## src/rtl/imem_loader_pkg.sv

```systemverilog
// Shared definitions for the instruction-memory boot loader.
//   IMEM_ADDR_W     : default instruction memory address width (1024 words)
//   INSTR_W         : instruction word width
//   loader_state_e  : loader FSM state type
package imem_loader_pkg;

  localparam int unsigned IMEM_ADDR_W = 10;
  localparam int unsigned INSTR_W     = 16;

  typedef enum logic [2:0] {
    ST_IDLE,
    ST_CNT_HI,
    ST_CNT_LO,
    ST_DAT_HI,
    ST_DAT_LO,
    ST_WRITE,
    ST_DONE
  } loader_state_e;

endpackage

```

## src/rtl/imem_loader_port_mux.sv

```systemverilog
// Instruction memory address/write-enable arbiter.
//   load_busy : loader owns the port
//   load_we   : loader write request
//   load_addr : loader write address
//   cpu_pc    : CPU fetch address (used whenever the loader is not busy)
//   mem_addr  : muxed memory address
//   mem_we    : memory write enable (only ever asserted by the loader)
module imem_loader_port_mux #(
  parameter int unsigned ADDR_W = 10
) (
  input  logic              load_busy,
  input  logic              load_we,
  input  logic [ADDR_W-1:0] load_addr,
  input  logic [ADDR_W-1:0] cpu_pc,
  output logic [ADDR_W-1:0] mem_addr,
  output logic              mem_we
);

  always_comb begin
    mem_addr = load_busy ? load_addr : cpu_pc;
    mem_we   = load_busy & load_we;
  end

endmodule

```

## src/rtl/imem_loader.sv

```systemverilog
// Boot/program loader for the CPU instruction memory.
// Accepts a byte stream: CNT_HI, CNT_LO (word count N), then N x (HI, LO),
// assembles big-endian 16-bit words and writes one word per WRITE cycle.
// While a session runs the CPU is halted and the loader owns the memory port.
//   clk, reset     : single clock, synchronous active-high reset
//   load_start     : start a session (only honoured in IDLE)
//   rx_data/valid  : input byte stream; rx_ready = loader accepts a byte
//   cpu_pc         : CPU fetch address, passed to mem_addr when not loading
//   mem_we/addr/wdata : instruction memory write port
//   cpu_halt       : CPU stall
//   load_busy      : session in progress
//   load_done      : one-cycle pulse at session end
//   load_overflow  : sticky, count exceeded memory depth
module imem_loader
  import imem_loader_pkg::*;
#(
  parameter int unsigned ADDR_W    = IMEM_ADDR_W,
  parameter bit          BOOT_HALT = 1'b1
) (
  input  logic               clk,
  input  logic               reset,
  input  logic               load_start,
  input  logic [7:0]         rx_data,
  input  logic               rx_valid,
  output logic               rx_ready,
  input  logic [ADDR_W-1:0]  cpu_pc,
  output logic               mem_we,
  output logic [ADDR_W-1:0]  mem_addr,
  output logic [INSTR_W-1:0] mem_wdata,
  output logic               cpu_halt,
  output logic               load_busy,
  output logic               load_done,
  output logic               load_overflow
);

  localparam logic [16:0] DEPTH = 17'd1 << ADDR_W;

  loader_state_e      state_q, state_d;
  logic [7:0]         hi_q, hi_d;
  logic [15:0]        rem_q, rem_d;
  logic [15:0]        idx_q, idx_d;
  logic [INSTR_W-1:0] wdata_q, wdata_d;
  logic               halt_q, halt_d;
  logic               ovf_q, ovf_d;
  logic [15:0]        cnt_word;
  logic               load_we;

  always_comb begin
    state_d  = state_q;
    hi_d     = hi_q;
    rem_d    = rem_q;
    idx_d    = idx_q;
    wdata_d  = wdata_q;
    halt_d   = halt_q;
    ovf_d    = ovf_q;
    rx_ready = 1'b0;
    load_we  = 1'b0;
    cnt_word = {hi_q, rx_data};

    case (state_q)
      ST_IDLE: begin
        if (load_start) begin
          state_d = ST_CNT_HI;
          halt_d  = 1'b1;
          idx_d   = '0;
          ovf_d   = 1'b0;
        end
      end
      ST_CNT_HI: begin
        rx_ready = 1'b1;
        if (rx_valid) begin
          hi_d    = rx_data;
          state_d = ST_CNT_LO;
        end
      end
      ST_CNT_LO: begin
        rx_ready = 1'b1;
        if (rx_valid) begin
          rem_d   = cnt_word;
          ovf_d   = {1'b0, cnt_word} > DEPTH;
          state_d = (cnt_word == '0) ? ST_DONE : ST_DAT_HI;
        end
      end
      ST_DAT_HI: begin
        rx_ready = 1'b1;
        if (rx_valid) begin
          hi_d    = rx_data;
          state_d = ST_DAT_LO;
        end
      end
      ST_DAT_LO: begin
        rx_ready = 1'b1;
        if (rx_valid) begin
          wdata_d = {hi_q, rx_data};
          state_d = ST_WRITE;
        end
      end
      ST_WRITE: begin
        // The 16b word index keeps counting past DEPTH so excess words are
        // consumed without a write instead of wrapping onto address 0.
        load_we = {1'b0, idx_q} < DEPTH;
        idx_d   = idx_q + 16'd1;
        rem_d   = rem_q - 16'd1;
        state_d = (rem_q == 16'd1) ? ST_DONE : ST_DAT_HI;
      end
      ST_DONE: begin
        halt_d  = 1'b0;
        state_d = ST_IDLE;
      end
      default: state_d = ST_IDLE;
    endcase
  end

  always_ff @(posedge clk) begin
    if (reset) begin
      state_q <= ST_IDLE;
      hi_q    <= '0;
      rem_q   <= '0;
      idx_q   <= '0;
      wdata_q <= '0;
      halt_q  <= BOOT_HALT;
      ovf_q   <= 1'b0;
    end else begin
      state_q <= state_d;
      hi_q    <= hi_d;
      rem_q   <= rem_d;
      idx_q   <= idx_d;
      wdata_q <= wdata_d;
      halt_q  <= halt_d;
      ovf_q   <= ovf_d;
    end
  end

  always_comb begin
    load_busy     = (state_q != ST_IDLE) && (state_q != ST_DONE);
    load_done     = (state_q == ST_DONE);
    mem_wdata     = wdata_q;
    cpu_halt      = halt_q;
    load_overflow = ovf_q;
  end

  imem_loader_port_mux #(
    .ADDR_W(ADDR_W)
  ) u_port_mux (
    .load_busy (load_busy),
    .load_we   (load_we),
    .load_addr (idx_q[ADDR_W-1:0]),
    .cpu_pc    (cpu_pc),
    .mem_addr  (mem_addr),
    .mem_we    (mem_we)
  );

endmodule
```

## config.mk

```make
export PLATFORM = sky130hd
export DESIGN_NAME = imem_loader
export DESIGN_NICKNAME = d
export VERILOG_FILES = /design/src/rtl/imem_loader_pkg.sv /design/src/rtl/imem_loader_port_mux.sv /design/src/rtl/imem_loader.sv
export SDC_FILE = /design/constraint.sdc
export NUM_CORES = 1
export LEC_CHECK = 0
export BUFFER_PORTS_ARGS = -buffer_cell sky130_fd_sc_hd__buf_2
export CORE_MARGIN = 1.5
export CORE_UTILIZATION = 30
export DETAILED_ROUTE_END_ITERATION = 12
export PLACE_DENSITY = 0.51
export SYNTH_ARGS = -nofsm -noshare
export SYNTH_HDL_FRONTEND = slang
export SYNTH_SLANG_ARGS = --single-unit
export TNS_END_PERCENT = 5
```

## constraint.sdc

```tcl
create_clock -name clk -period 4.1 [get_ports clk]
set_input_delay 0.205 -clock clk [delete_from_list [all_inputs] [get_ports clk]]
set_output_delay 0.205 -clock clk [all_outputs]
set_load 0.05 [all_outputs]
```

==> results.toml, run 1 <==
[run_status]
status = "complete, no violations"

[sta]
tns_ns = 0
period_needed_ns = 2.73
fmax_mhz = 366
setup_viol = 0
grt_setup_unrepaired = "false"
min_period_over_period = 0.665
skew_ns = 0.00826
relSlewSlack = 0.339
worst_slew_pin_slew_ns = 0.986
hold_violations = 0
finalMaxSlewViolations = 0

[global_routing]
grt_pass1_wl_um = 13400
overflow = 0
grtUsageTotal = 0.156
antenna_found_initial = 0
grt_pass1_vias = 2506
grt_max_degree = 58

[synthesis]
syn_nets = 386
yosys.area_share.xor_xnor = 0.00865
ys_warn_count = 0
synth.most_common_cell = "dfxtp_1"
synth_compound_area_frac = 0.225
ys_async_sr_fraction = 0
ys.flop_type = "dfxtp_1"
syn_inst = 361
synth_edf_count = 0
yosys.area_share.adder = 0.0124
synthMuxAreaShare = 0.0635
seq_area_frac_synth = 0.402
netlist_top_cells_area = "dfxtp_1, nand2_1, a21oi_1"
synthDistinctLibCells = 54
yosys_register_bits = 61
avgSynthCellArea_sq_um = 8.41
synth.largest_area_cell = "dfxtp_1"
synthTopCellsByCount = "dfxtp_1, nand2_1, a21oi_1"
synth_area_sq_um = 3040
synth_top_family_by_area = "simple AND/OR/NAND/NOR gates"
yosys.area_share.simple = 0.248
synth_top_cell_area_share = 0.402

[critical_path]
cp_max_fo = 15
end_kind = "primary output"
required_ns = 3.89
cp_slowest_cell = "nor2_1"
critPathArrivalTime_ns = 2.52
worstPathCellList = "xor2_1 > nor2_1 > mux2_2 > buf_2"
cpPeakStageDelay_ns = 0.73
rr_startpoint = "state_q[2]$_SDFFE_PP0P_"
crit_family = "simple AND/OR/NAND/NOR gates"
critPathBufInv = 1
worstSetupPathType = "reg2out"
start_kind = "flip-flop"
cp-startpoint = "state_q[2]$_SDFFE_PP0P_"

[clock_tree]
cts.sinks = 61
clk_latency_ns = 0.35
cts_max_level = 3
cts_resized = 0
cts_root_buffer = "clkbuf_8"
postCtsSetupBuffers = 0
clk_path_buf_depth = 2
path_clk_slew_ns = 0.07
cts_buffers = 9
cts_tree = "yes"
cts_hold_buf = 0

[floorplanning]
die-height_um = 104
die_x_um = 104
die_area_sq_um = 10700
ios = 54
rows = 36
core-area_sq_um = 9770
start_util = 0.311

[pwr]
switching_power_mw = 0.390
powerDensity_nw_per_um2 = 395
p_leak_nw = 1.45
ir_worst_vdd_uv = 135
power_frac_comb = 0.130
power_frac_clock = 0.440
pwr-share-seq = 0.430
swShare = 0.271
p_int_mw = 1.05

[placement]
gp_congestion = 0.805
dp.final_hpwl_um = 5570
place_area_sq_um = 3400
portBuffers = 53

[cells_and_area]
num_antenna_cells = 0
drive_gt1_frac = 0.217
design_area_sq_um = 3640
area_growth_pct = 19.7
fillCellCount = 1020
multi_input_area_sq_um = 1700
regArea_sq_um = 1220
final_nets = 431

[detailed_routing]
drtIter0Drc = 167
ant_nets = 0
routedWlPerCell_um = 15.3
viasPerCell = 5.23
post-route-drc-count = 0
first_pass_iters = 4
wl_um = 8290
dr_total_vias = 2842

[hold_path]
hp-class = "in2reg"
min-delay-start = "rx_data[2]"

[job]
maxCapViolations = 0
stage by stage:
step	total power, mW	util	std cells	hold WS (ns)	worst slack [ns]
after floorplan	0.767	-	361	0.341	1.48
after global placement	0.818	0.348	528	0.440	1.77
after detailed placement	0.820	0.348	528	0.444	1.72
after CTS	1.45	0.372	543	0.124	1.32
after global routing	1.50	0.372	543	0.139	1.16
final	1.44	0.372	543	0.139	1.37
cell families (layout without fill, tap and decap cells):
| family | Yosys count | after routing |
|---|---|---|
| and+or+nand+nor | 143 | 143 |
| AOI/OAI and AO/OA | 102 | 102 |
| DFF | 61 | 61 |
| buffers and inverters | 31 | 80 |
| muxes | 18 | 18 |
| adders and majority gates | 3 | 3 |
| xor gates and xnor gates | 3 | 3 |
final cells by class:
cell class	instances	area share
Tap cell	133	0.0458
Timing Repair Buffer	55	0.0771
Clock buffer	12	0.0454
Inverter	10	0.0103
Sequential cell	61	0.336
Clock inverter	3	0.0186
Multi-Input combinational cell	269	0.467
per-layer routing:
layer,track usage,routed length [um],share of wire
met5,0,0,0
met4,0.0744,159,0.019
met3,0.0227,259,0.031
met2,0.222,3690,0.44
met1,0.229,4190,0.50
worst paths after layout:
| kind | end | slack [ns] | depth (start not counted) |
|---|---|---|---|
| max | mem_addr[2] | 1.37 | 4 |
| min | mem_wdata[2]$_SDFFE_PP0P_ | 0.14 | 3 |
| max reg2reg | rem_q[15]$_SDFFE_PP0P_ | 1.69 | 4 |
| min reg2reg | mem_wdata[7]$_SDFFE_PP0P_ | 0.45 | 2 |
worst min-delay path, delay by kind of cell:
family,cells,cell delay [ns]
buffers and inverters,1,0.13
AND/OR/NAND/NOR,1,0.06
AO/OA/AOI/OAI,1,0.05
state kept, by name, summed over array words and instances (netlist names):
register,cells
cpu_halt,1
hi_q,8
idx_q,16
load_overflow,1
mem_wdata,16
rem_q,16
state_q,3
power groups by stage:
| stage | clock (mW) | sequential, mW | combinational (mW) |
|---|---|---|---|
| after floorplan | 0 | 0.625 | 0.142 |
| after global placement | 0 | 0.632 | 0.187 |
| after detailed placement | 0 | 0.632 | 0.188 |
| after CTS | 0.648 | 0.618 | 0.188 |
| after global routing | 0.676 | 0.620 | 0.201 |
| final | 0.632 | 0.618 | 0.187 |
cell usage in the layout, fill, tap and decap left out, drive strengths merged, types with 3 or more instances in the layout:
| master | Yosys | layout |
|---|---|---|
| dfxtp | 61 | 61 |
| nand2 | 57 | 57 |
| buf | 6 | 55 |
| a21oi | 35 | 35 |
| nor2 | 26 | 26 |
| a31oi | 14 | 14 |
| clkbuf | 15 | 12 |
| nand3 | 11 | 11 |
| inv | 10 | 10 |
| mux2 | 10 | 10 |
| o211ai | 10 | 10 |
| o21ai | 8 | 8 |
| mux2i | 8 | 8 |
| or4 | 8 | 8 |
| or3 | 7 | 7 |
| o311ai | 7 | 7 |
| nor3 | 7 | 7 |
| and3 | 5 | 5 |
| nor4 | 5 | 5 |
| a22oi | 3 | 3 |
| o2bb2a | 3 | 3 |
| o41ai | 3 | 3 |
| ha | 3 | 3 |
| or4b | 3 | 3 |
| nand3b | 3 | 3 |
Note: power is estimated with default switching activity, not from simulation.
==> run 2: changes to the inputs <==
==> constraint.sdc (replaced) <==
create_clock -name clk -period 2.8 [get_ports clk]
set_input_delay 0.14 -clock clk [delete_from_list [all_inputs] [get_ports clk]]
set_output_delay 0.14 -clock clk [all_outputs]
set_load 0.05 [all_outputs]
==> run 2 against run 1 <==
  * Worst setup slack worse by 0.77 ns
  * Die area unchanged
  * Routed wire length up 2.1%
  * Largest cell class unchanged
  * Critical endpoint is now mem_addr[0]
  * Global-route usage up 0.44 points
  * Design area up 1.0%
==> results.toml, run 2 (synthesis gave the netlist of run 1 again) <==
[critical_path]
required_ns = 2.66
cpPeakStageDelay_ns = 0.67
r2r_end = "idx_q[15]$_SDFFE_PP0P_"
critPathArrivalTime_ns = 2.06
end_kind = "primary output"
start_kind = "flip-flop"
worstPathCellList = "xor2_1 > nor2_1 > buf_4 > mux2_2 > buf_2"
cp_max_fo = 15
rr_startpoint = "state_q[2]$_SDFFE_PP0P_"
worstSetupPathType = "reg2out"
rrSetupSlack_ns = 0.75
critPathBufInv = 2
cp_slowest_cell = "dfxtp_1"
cp.depth = 5
crit_family = "flip-flops"
ff2ff_path_depth = 4

[run_status]
status = "complete, no violations"

[pwr]
powerDensity_nw_per_um2 = 586
switching_power_mw = 0.593
pwr-share-seq = 0.421
p_int_mw = 1.56
swShare = 0.275
ir_worst_vdd_uv = 187
power_frac_comb = 0.129
p_total_mw = 2.15
power_frac_clock = 0.450
p_leak_nw = 1.47

[floorplanning]
die-height_um = 104
core-area_sq_um = 9770
ios = 54
die_x_um = 104
start_util = 0.311
rows = 36
die_area_sq_um = 10700

[sta]
relSlewSlack = 0.567
hold_violations = 0
skew_ns = 0.00878
grt_setup_unrepaired = "false"
period_needed_ns = 2.20
tns_ns = 0
fmax_mhz = 455
worst_slew_pin_slew_ns = 0.647
finalMaxSlewViolations = 0
setup_viol = 0
min_period_over_period = 0.785

[hold_path]
hp-class = "in2reg"
min-delay-start = "rx_data[7]"
min_path_cells = 3
min_to = "mem_wdata[7]$_SDFFE_PP0P_"

[placement]
place_area_sq_um = 3430
portBuffers = 53
dp.final_hpwl_um = 5830
gp_congestion = 0.787

[detailed_routing]
drtIter0Drc = 133
routedWlPerCell_um = 15.5
viasPerCell = 5.28
first_pass_iters = 4
wl_um = 8470
ant_nets = 0
dr_total_vias = 2895
post-route-drc-count = 0

[clock_tree]
postCtsSetupBuffers = 0
cts.sinks = 61
clk_path_buf_depth = 2
path_clk_slew_ns = 0.07
cts_hold_buf = 0
cts_max_level = 3
cts_root_buffer = "clkbuf_8"
cts_resized = 0
cts_buffers = 9
cts_tree = "yes"
clk_latency_ns = 0.34

[cells_and_area]
final_nets = 435
final_cell_mix = "dfxtp_1, nand2_1, buf_2"
fin_util = 0.376
design_area_sq_um = 3670
drive_gt1_frac = 0.224
layout_commonest_cell = "dfxtp_1"
area_growth_pct = 20.9
num_antenna_cells = 0

[global_routing]
grt_pass1_vias = 2784
grt_pass1_wl_um = 14000
antenna_found_initial = 0
grtUsageTotal = 0.160
overflow = 0
grt_max_degree = 43

[job]
maxCapViolations = 0
==> run 2: cell types whose count changed in the layout (fill, tap and decap cells not counted) <==
cell and change:
clkinv_2 +1, clkbuf_1 +1, bufinv_16 +1, clkbuf_8 -3, clkinv_4 +1, buf_4 +4
==> run 2: worst max-delay path by stage <==
stage,from,endpoint,slack (ns)
finish,state_q[2]$_SDFFE_PP0P_,mem_addr[0],0.60
global route,state_q[2]$_SDFFE_PP0P_,mem_addr[2],0.44
CTS,state_q[2]$_SDFFE_PP0P_,mem_addr[2],0.59
detailed placement,state_q[2]$_SDFFE_PP0P_,idx_q[15]$_SDFFE_PP0P_,0.77
global placement,state_q[2]$_SDFFE_PP0P_,idx_q[15]$_SDFFE_PP0P_,0.82
floorplan,state_q[2]$_SDFFE_PP0P_,mem_we,0.24
==> run 2: through the flow <==
step / setup slack [ns] / hold WS (ns) / instances
after global routing: 0.441 / 0.0921 / 548
after floorplan: 0.243 / 0.276 / 361
after detailed placement: 0.773 / 0.442 / 532
after CTS: 0.588 / 0.0708 / 548
final: 0.603 / 0.0874 / 548
after global placement: 0.819 / 0.439 / 532
==> run 2: worst reg2reg max path, cell delays in order, from the launching register on <==
cell	delay, ns
dfxtp_1	0.67
nand3b_4	0.12
or4_4	0.58
nor3_1	0.22
mux2_2	0.35
==> run 2: cell type report <==
| class | instances | area (sq um) |
|---|---|---|
| Clock inverter | 6 | 111 |
| Timing Repair Buffer | 59 | 310 |
| Multi-Input combinational cell | 269 | 1700 |
| Fill cell | 1000 | 6100 |
| Sequential cell | 61 | 1220 |
| Tap cell | 133 | 166 |
| Clock buffer | 10 | 128 |
| Inverter | 10 | 37.5 |
==> run 2: metal layers <==
layer	wire length, um	track usage	part of all wire
met4	175	0.0804	0.021
met3	229	0.0258	0.027
met5	0	0	0
met1	4220	0.217	0.50
met2	3850	0.248	0.45
==> run 2: power groups by stage <==
stage / Clock [mW] / Sequential [mW] / Combinational [mW]
finish: 0.969 / 0.905 / 0.278
global route: 1.02 / 0.907 / 0.298
CTS: 0.987 / 0.905 / 0.280
detailed placement: 0 / 0.925 / 0.279
global placement: 0 / 0.924 / 0.277
floorplan: 0 / 0.915 / 0.208
